[config.mk]
export PLATFORM = sky130hd
export DESIGN_NAME = tc_pl_bus_txd_shift
export DESIGN_NICKNAME = d
export VERILOG_FILES = /design/src/rtl/tc_pl_bus_txd_shift.sv
export SDC_FILE = /design/constraint.sdc
export NUM_CORES = 1
export LEC_CHECK = 0
export BUFFER_PORTS_ARGS = -buffer_cell sky130_fd_sc_hd__buf_4
export CORE_MARGIN = 1.5
export CORE_UTILIZATION = 54
export CTS_CLUSTER_SIZE = 10
export DETAILED_ROUTE_END_ITERATION = 16
export GPL_TIMING_DRIVEN = 0
export HOLD_SLACK_MARGIN = 0.15
export PLACE_DENSITY = 0.78
export SETUP_SLACK_MARGIN = 0.15
export SLEW_MARGIN = 30
export SYNTH_ARGS = -nofsm -noshare
export SYNTH_HDL_FRONTEND = slang
export SYNTH_SLANG_ARGS = --single-unit
[constraint.sdc]
create_clock -name clk -period 1.55 [get_ports clk]
set_input_delay 0.0775 -clock clk [delete_from_list [all_inputs] [get_ports clk]]
set_output_delay 0.0775 -clock clk [all_outputs]
set_load 0.02 [all_outputs]
[src/rtl/tc_pl_bus_txd_shift.sv]
//-----------------------------------------------------------------------------
// tc_pl_bus_txd_shift
// Serial data engine for the bus TX path. A 0->1 transition on txd_en pops
// one word from the TX buffer FIFO (1-cycle read latency), shifts it out on
// bus_sclk/bus_sdo (mode-0: sclk idles low, sdo changes on falling sclk),
// then returns a one-cycle txd_cmpt pulse to the TX controller.
//
// Optional build macro:
//   TC_PL_BUS_TXD_PARITY_EN - append one even-parity bit after the data bits.
//
// Parameters:
//   DATA_W    word width in bits (2..32)
//   CLK_DIV   bus_sclk half-period in clk cycles (>= 1)
//   MSB_FIRST 1 = MSB first, 0 = LSB first
//
// Ports:
//   clk           system clock, rising edge
//   rst           synchronous active-high reset
//   txd_en        start level from controller; rising edge starts a word
//   txd_cmpt      one-cycle pulse when the word has been shifted out
//   txb_empty     TX FIFO empty flag
//   txb_rd_en     one-cycle FIFO read strobe
//   txb_rd_data   FIFO read data, valid one cycle after txb_rd_en
//   bus_sclk      serial clock, idles low
//   bus_sdo       serial data, idles low
//   txd_busy      high from the start edge through the txd_cmpt cycle
//   txd_underflow sticky: a start was seen with the FIFO empty
//-----------------------------------------------------------------------------
`timescale 1ns/1ps

module tc_pl_bus_txd_shift #(
    parameter int unsigned DATA_W    = 16,
    parameter int unsigned CLK_DIV   = 4,
    parameter bit          MSB_FIRST = 1'b1
) (
    input  logic              clk,
    input  logic              rst,
    input  logic              txd_en,
    output logic              txd_cmpt,
    input  logic              txb_empty,
    output logic              txb_rd_en,
    input  logic [DATA_W-1:0] txb_rd_data,
    output logic              bus_sclk,
    output logic              bus_sdo,
    output logic              txd_busy,
    output logic              txd_underflow
);

`ifdef TC_PL_BUS_TXD_PARITY_EN
    localparam int unsigned NBITS = DATA_W + 1;
`else
    localparam int unsigned NBITS = DATA_W;
`endif
    localparam int unsigned CNT_W = $clog2(NBITS);
    localparam int unsigned DIV_W = (CLK_DIV > 1) ? $clog2(CLK_DIV) : 1;

    localparam logic [CNT_W-1:0] LAST_BIT = CNT_W'(NBITS - 1);
    localparam logic [DIV_W-1:0] DIV_LAST = DIV_W'(CLK_DIV - 1);
`ifdef TC_PL_BUS_TXD_PARITY_EN
    localparam logic [CNT_W-1:0] LAST_DATA = CNT_W'(DATA_W - 1);
`endif

    typedef enum logic [2:0] {
        S_IDLE,
        S_RD,
        S_LOAD,
        S_SHIFT,
        S_DONE
    } state_t;

    state_t            state;
    logic              txd_en_d;
    logic [DATA_W-1:0] sreg;
    logic [CNT_W-1:0]  bit_cnt;
    logic [DIV_W-1:0]  div_cnt;
`ifdef TC_PL_BUS_TXD_PARITY_EN
    logic              par_bit;
`endif

    logic              start_c;
    logic [DATA_W-1:0] sreg_nxt_c;
    logic              sdo_nxt_c;
    logic              sdo_first_c;

    // Rising edge of the controller's enable level
    assign start_c = txd_en & ~txd_en_d;

    // First bit of the incoming word, taken straight from the FIFO data
    assign sdo_first_c = MSB_FIRST ? txb_rd_data[DATA_W-1] : txb_rd_data[0];

    // Shift register advance and the bit that follows the current one
    always_comb begin
        sreg_nxt_c = MSB_FIRST ? (sreg << 1) : (sreg >> 1);
        sdo_nxt_c  = MSB_FIRST ? sreg_nxt_c[DATA_W-1] : sreg_nxt_c[0];
`ifdef TC_PL_BUS_TXD_PARITY_EN
        // After the last data bit the parity bit goes out
        if (bit_cnt == LAST_DATA) begin
            sdo_nxt_c = par_bit;
        end
`endif
    end

    // Control FSM, divider, shifter and all registered outputs
    always_ff @(posedge clk) begin
        if (rst) begin
            state         <= S_IDLE;
            txd_en_d      <= 1'b0;
            sreg          <= '0;
            bit_cnt       <= '0;
            div_cnt       <= '0;
            txd_cmpt      <= 1'b0;
            txb_rd_en     <= 1'b0;
            bus_sclk      <= 1'b0;
            bus_sdo       <= 1'b0;
            txd_busy      <= 1'b0;
            txd_underflow <= 1'b0;
`ifdef TC_PL_BUS_TXD_PARITY_EN
            par_bit       <= 1'b0;
`endif
        end else begin
            txd_en_d  <= txd_en;
            txb_rd_en <= 1'b0;
            txd_cmpt  <= 1'b0;

            case (state)
                S_IDLE: begin
                    if (start_c) begin
                        txd_busy <= 1'b1;
                        if (txb_empty) begin
                            txd_underflow <= 1'b1;
                            state         <= S_DONE;
                        end else begin
                            txb_rd_en <= 1'b1;
                            state     <= S_RD;
                        end
                    end
                end

                // FIFO registers its output during this cycle
                S_RD: begin
                    state <= S_LOAD;
                end

                S_LOAD: begin
                    sreg     <= txb_rd_data;
                    bus_sdo  <= sdo_first_c;
                    bus_sclk <= 1'b0;
                    bit_cnt  <= '0;
                    div_cnt  <= '0;
`ifdef TC_PL_BUS_TXD_PARITY_EN
                    par_bit  <= ^txb_rd_data;
`endif
                    state    <= S_SHIFT;
                end

                // Each bit: CLK_DIV cycles sclk low, then CLK_DIV cycles high
                S_SHIFT: begin
                    if (div_cnt == DIV_LAST) begin
                        div_cnt <= '0;
                        if (!bus_sclk) begin
                            bus_sclk <= 1'b1;
                        end else begin
                            bus_sclk <= 1'b0;
                            if (bit_cnt == LAST_BIT) begin
                                bus_sdo  <= 1'b0;
                                txd_cmpt <= 1'b1;
                                state    <= S_DONE;
                            end else begin
                                bit_cnt <= bit_cnt + CNT_W'(1);
                                sreg    <= sreg_nxt_c;
                                bus_sdo <= sdo_nxt_c;
                            end
                        end
                    end else begin
                        div_cnt <= div_cnt + DIV_W'(1);
                    end
                end

                // Entered with txd_cmpt already set from a shifted word;
                // the underflow path arrives with it clear and raises it here.
                S_DONE: begin
                    if (txd_cmpt) begin
                        txd_busy <= 1'b0;
                        state    <= S_IDLE;
                    end else begin
                        txd_cmpt <= 1'b1;
                    end
                end

                default: begin
                    state <= S_IDLE;
                end
            endcase
        end
    end

endmodule

Word-level counts from Yosys, hierarchy flattened
Index checks and enable logic that the tools add are counted.
{"block": "totals", "out_inout_bits": 6, "regBits": 31, "wordCells": 72, "in_bits": 20}
{"block": "classes", "n_mux": 33, "n_eq_ne": 12, "reduce_logical": 10, "n_bitwise": 4, "addsub": 2}
{"op": "$mux 15", "n": 3}
{"op": "$pmux 15 s2", "n": 1}
{"op": "$mux 3", "n": 6}
{"op": "$pmux 3 s5", "n": 1}
{"op": "$mux 1", "n": 12}
{"op": "$mux 4", "n": 3}
{"op": "$ne 2x2->1 const B", "n": 6}
{"op": "$reduce_and 3->1", "n": 3}
{"op": "$pmux 1 s2", "n": 4}
{"op": "$pmux 4 s2", "n": 1}
{"op": "$eq 3x2->1 const B", "n": 2}
{"op": "$reduce_and 5->1", "n": 1}
{"op": "$add 4x1->4 const B", "n": 1}
{"op": "$eq 4x4->1 const B", "n": 1}
{"op": "$pmux 2 s2", "n": 1}
{"op": "$reduce_and 4->1", "n": 1}
{"op": "$reduce_bool 2->1", "n": 2}
{"op": "$eq 3x1->1 const B", "n": 1}
{"op": "$eq 3x3->1 const B", "n": 1}
{"op": "$logic_not 3->1", "n": 1}
{"op": "$not 1->1", "n": 3}
{"op": "$reduce_or 3->1", "n": 1}
{"op": "$add 2x1->2 const B", "n": 1}
{"op": "$eq 2x2->1 const B", "n": 1}
{"op": "other kinds (3)", "n": 3}

Longest topological paths before layout
{"block": "depth", "depth_word": 5, "mapped_depth": 6, "mapped_depth_nobuf": 5}

Worst setup path before layout
OpenSTA, ideal clock, no wires.
{"block": "synth_timing", "path_kind": "flip-flop to flip-flop", "start": "register bit_cnt[0]", "end": "register sreg[10]", "required_ns": 1.459, "t_arrival_ns": 1.319, "n_path_buf": 1, "stages_incl_launch_ff": 6, "slack_ns": 0.140, "setup_time_ns": 0.091, "synth_period_minus_slack_ns": 1.410, "cell_sequence": "dfxtp_1 > ha_1 > nand3_1 > o211a_4 > buf_4 > a311oi_1"}
{"block": "synth_via", "elab_chain_len": 3}
{"item": "start: declaration", "line_no": "74", "rtl": "logic [CNT_W-1:0] bit_cnt;"}
{"item": "start signal: assignment", "line_no": "169", "rtl": "bit_cnt <= bit_cnt + CNT_W'(1);"}
{"item": "$eq 4x4->1", "line_no": "164", "rtl": "if (bit_cnt == LAST_BIT) begin"}
{"item": "$ne 2x2->1 (no source line)"}
{"item": "$reduce_and 4->1 (no source line)"}
{"item": "end signal: assignment", "line_no": "145", "rtl": "sreg <= txb_rd_data;"}
{"item": "end signal: assignment", "line_no": "170", "rtl": "sreg <= sreg_nxt_c;"}
{"item": "end: declaration", "line_no": "73", "rtl": "logic [DATA_W-1:0] sreg;"}
No other way between the ends.
A chain may end at the register's enable or synchronous reset.

Worst setup path in the final report
{"block": "layout_timing", "start": "register bit_cnt[0]", "end": "register sreg[0]"}
Same word-level chain as after synthesis.

==> results by group <==
Die
  • I/O pin count: 26
  • Initial Utilization: 0.574
  • Std-Cell Rows: 18
  • Core area: 2500 sq um
  • Die X: 54.5 microns
  • Die H: 54.5 microns
  • DIE AREA: 2970 sq um

Flow run
  • Max capacitance violation total: 0

Clock network
  • Num CTS Buffers: 5
  • Clock Latency Late Sink: 0.35 ns
  • Max Buffers Root-to-Sink: 2
  • H-tree lvl count: 2
  • Worst-path clk slew: 0.09 ns
  • Root buffer cell: clkbuf_4
  • CTS tree: yes
  • CTS Sinks: 31

Drt
  • Drt first pass iters: 4
  • Initial DRC Count: 68
  • Antenna Nets Post-Route: 0
  • DR vias: 1,510
  • Avg WL per Cell: 16.1 microns
  • Routed vias/inst: 5.76
  • DRT Wirelength: 4230 microns
  • DRC viols: 0

Logic synthesis
  • Register bit total from synthesis: 31
  • Mapped Cells: 171
  • Ys Warns: 0
  • Post-Syn Area per Cell: 8.39 sq um
  • FFs w/ async S/R, synth: 0
  • Seq/Total Area, Yosys: 0.433
  • Syn_nets: 193
  • Primary FF master, synth: dfxtp_1
  • Netlist cell types: 36
  • EDFF count, synth: 0
  • Synthesized area: 1430 sq um

STA
  • Rel. slew slack: 0.613
  • Fin. max-slew vios: 0
  • Final setup vio count: 0
  • Setup TNS: 0 ns
  • Setup ws final: 0.112 ns
  • Fin. Hold Viols: 0
  • Worst-Margin Slew: 0.581 ns
  • Fin crit share: 0.928
  • Highest clock rate: 695 MHz
  • Post-layout min period: 1.44 ns
  • Clock Skews: 0.00976 ns
  • RSZ-0062 raised after global routing: true

Placement
  • IO Port Bufs: 25
  • Hpwl dp: 2230 microns
  • Placed cell area: 1660 sq um
  • GPL Wtd Cong: 0.835
  • Pre-CTS setup slack: 0.0281 ns

Worst setup path
  • Setup Crit Path Kind: flop to flop
  • Critical path fanouts, max: 10
  • CP Launch Type: flop
  • Crit. End Element: flop
  • CP required: 1.83 ns
  • Crit path DAT: 1.71 ns

Pwr
  • VDD IR max: 0.879 mV
  • P_leak: 0.845 nW
  • Pwr dens: 855 nW/um^2

Global routing
  • Initial antenna violation count: 0
  • Global-route wire length before repair: 5840 microns
  • GRT Util Overall: 0.284
  • Largest net degree at the start of global routing: 11
  • Number of global-route vias before repair: 1,324
  • Overflow after GRT: 0

Hold path
  • Worst hold path type: input port to flop

Cells and area
  • Design area: 2100 sq um
  • Diode count: 0
  • P&R area growth vs syn: 46.5%
  • Commonest cells after routing, fill and taps aside: nand2_1 (35), buf_4 (33), dfxtp_1 (25)
  • Nets: 253
  • Layout cells sized above 1: 0.315
  • Most common cell after layout, fill and taps aside: nand2_1

Run status
  • Status: finished, final reports clean
[worst paths after layout]
check             start       end  slack, ns  depth (start not counted)
max          bit_cnt[0]   sreg[0]       0.11                          6
min                 rst  txd_en_d       0.30                          3
max reg2reg  bit_cnt[0]   sreg[0]       0.11                          6
min reg2reg     sreg[9]  sreg[10]       0.48                          2
[synth_stat cells, types with 2 or more instances]
master    count  area share
ha_1          2       0.017
clkbuf_1      3      0.0079
nor2_1       23       0.060
buf_6         2       0.016
a211oi_1      5       0.026
a311oi_1     14       0.086
a21oi_1      10       0.035
nor3b_1       2       0.010
a31oi_1       2      0.0087
dfxtp_1      31        0.43
nand2_1      35       0.092
buf_4         4       0.021
nand3_1       3       0.010
nand2b_1      5       0.022
nor2b_1       3       0.013
inv_1         2      0.0052
o21ai_0       6       0.021
[kinds of logic after synthesis]
family | synth area share
AND/OR/NAND/NOR | 0.272
AO/OA/AOI/OAI | 0.222
flip-flops | 0.433
buffers and inverters | 0.0558
adder cells (fa/ha/maj) | 0.0174
[layer usage]
layer,track usage,part of all wire,vias to the layer above
li1,-,-,724
met1,0.315,0.41,721
met2,0.482,0.51,55
met3,0.0956,0.054,10
met4,0.146,0.026,0
met5,0,0,-
[sequential cells by signal, indices dropped and copies added (netlist names)]
register,count
txd_cmpt,1
txd_en_d,1
div_cnt,2
txd_busy,1
bus_sdo,1
sreg,15
txb_rd_en,1
bit_cnt,4
bus_sclk,1
state,3
txd_underflow,1
[final cells by class]
cell class	count	area, sq um
Multi-Input combinational cell	127	830
Sequential cell	31	638
Timing Repair Buffer	53	443
Fill cell	144	399
Buffer	11	95.1
Clock buffer	7	45.0
Tap cell	30	37.5
Inverter	2	7.51
Clock inverter	1	5.00
[worst max-delay path: stages, from the launching register on]
cell	delay (ns)
dfxtp_4	0.37
ha_4	0.16
nand3_4	0.10
o211a_4	0.30
buf_6	0.15
nand2b_1	0.14
a21oi_1	0.14
[through the flow]
step / hold slack (ns) / total power [W] / utilization / cells
after global placement: 0.246 / 0.00124 / 0.666 / 226
after floorplan: 0.149 / 0.00114 / - / 171
after detailed placement: 0.252 / 0.00125 / 0.666 / 226
final: 0.304 / 0.00180 / 0.840 / 262
after global routing: 0.353 / 0.00188 / 0.840 / 262
after CTS: 0.250 / 0.00174 / 0.784 / 253
[repair_timing]
action	4_1_cts	5_1_grt
hold endpoints to repair	21	0
buffers inserted	0	8
hold buffers	19	0
pin swaps	1	9
setup endpoints to repair	24	23
gates cloned	0	1
gates resized for setup	15	19
[report_power, final]
| group | total [W] | switching, W | internal, W |
|---|---|---|---|
| clock network | 0.000459 | 0.000282 | 0.000176 |
| logic | 0.000438 | 0.000210 | 0.000227 |
| registers | 0.000901 | 0.0000450 | 0.000856 |
| total | 0.00180 | 0.000538 | 0.00126 |
Power figures use the tool's default switching activity.
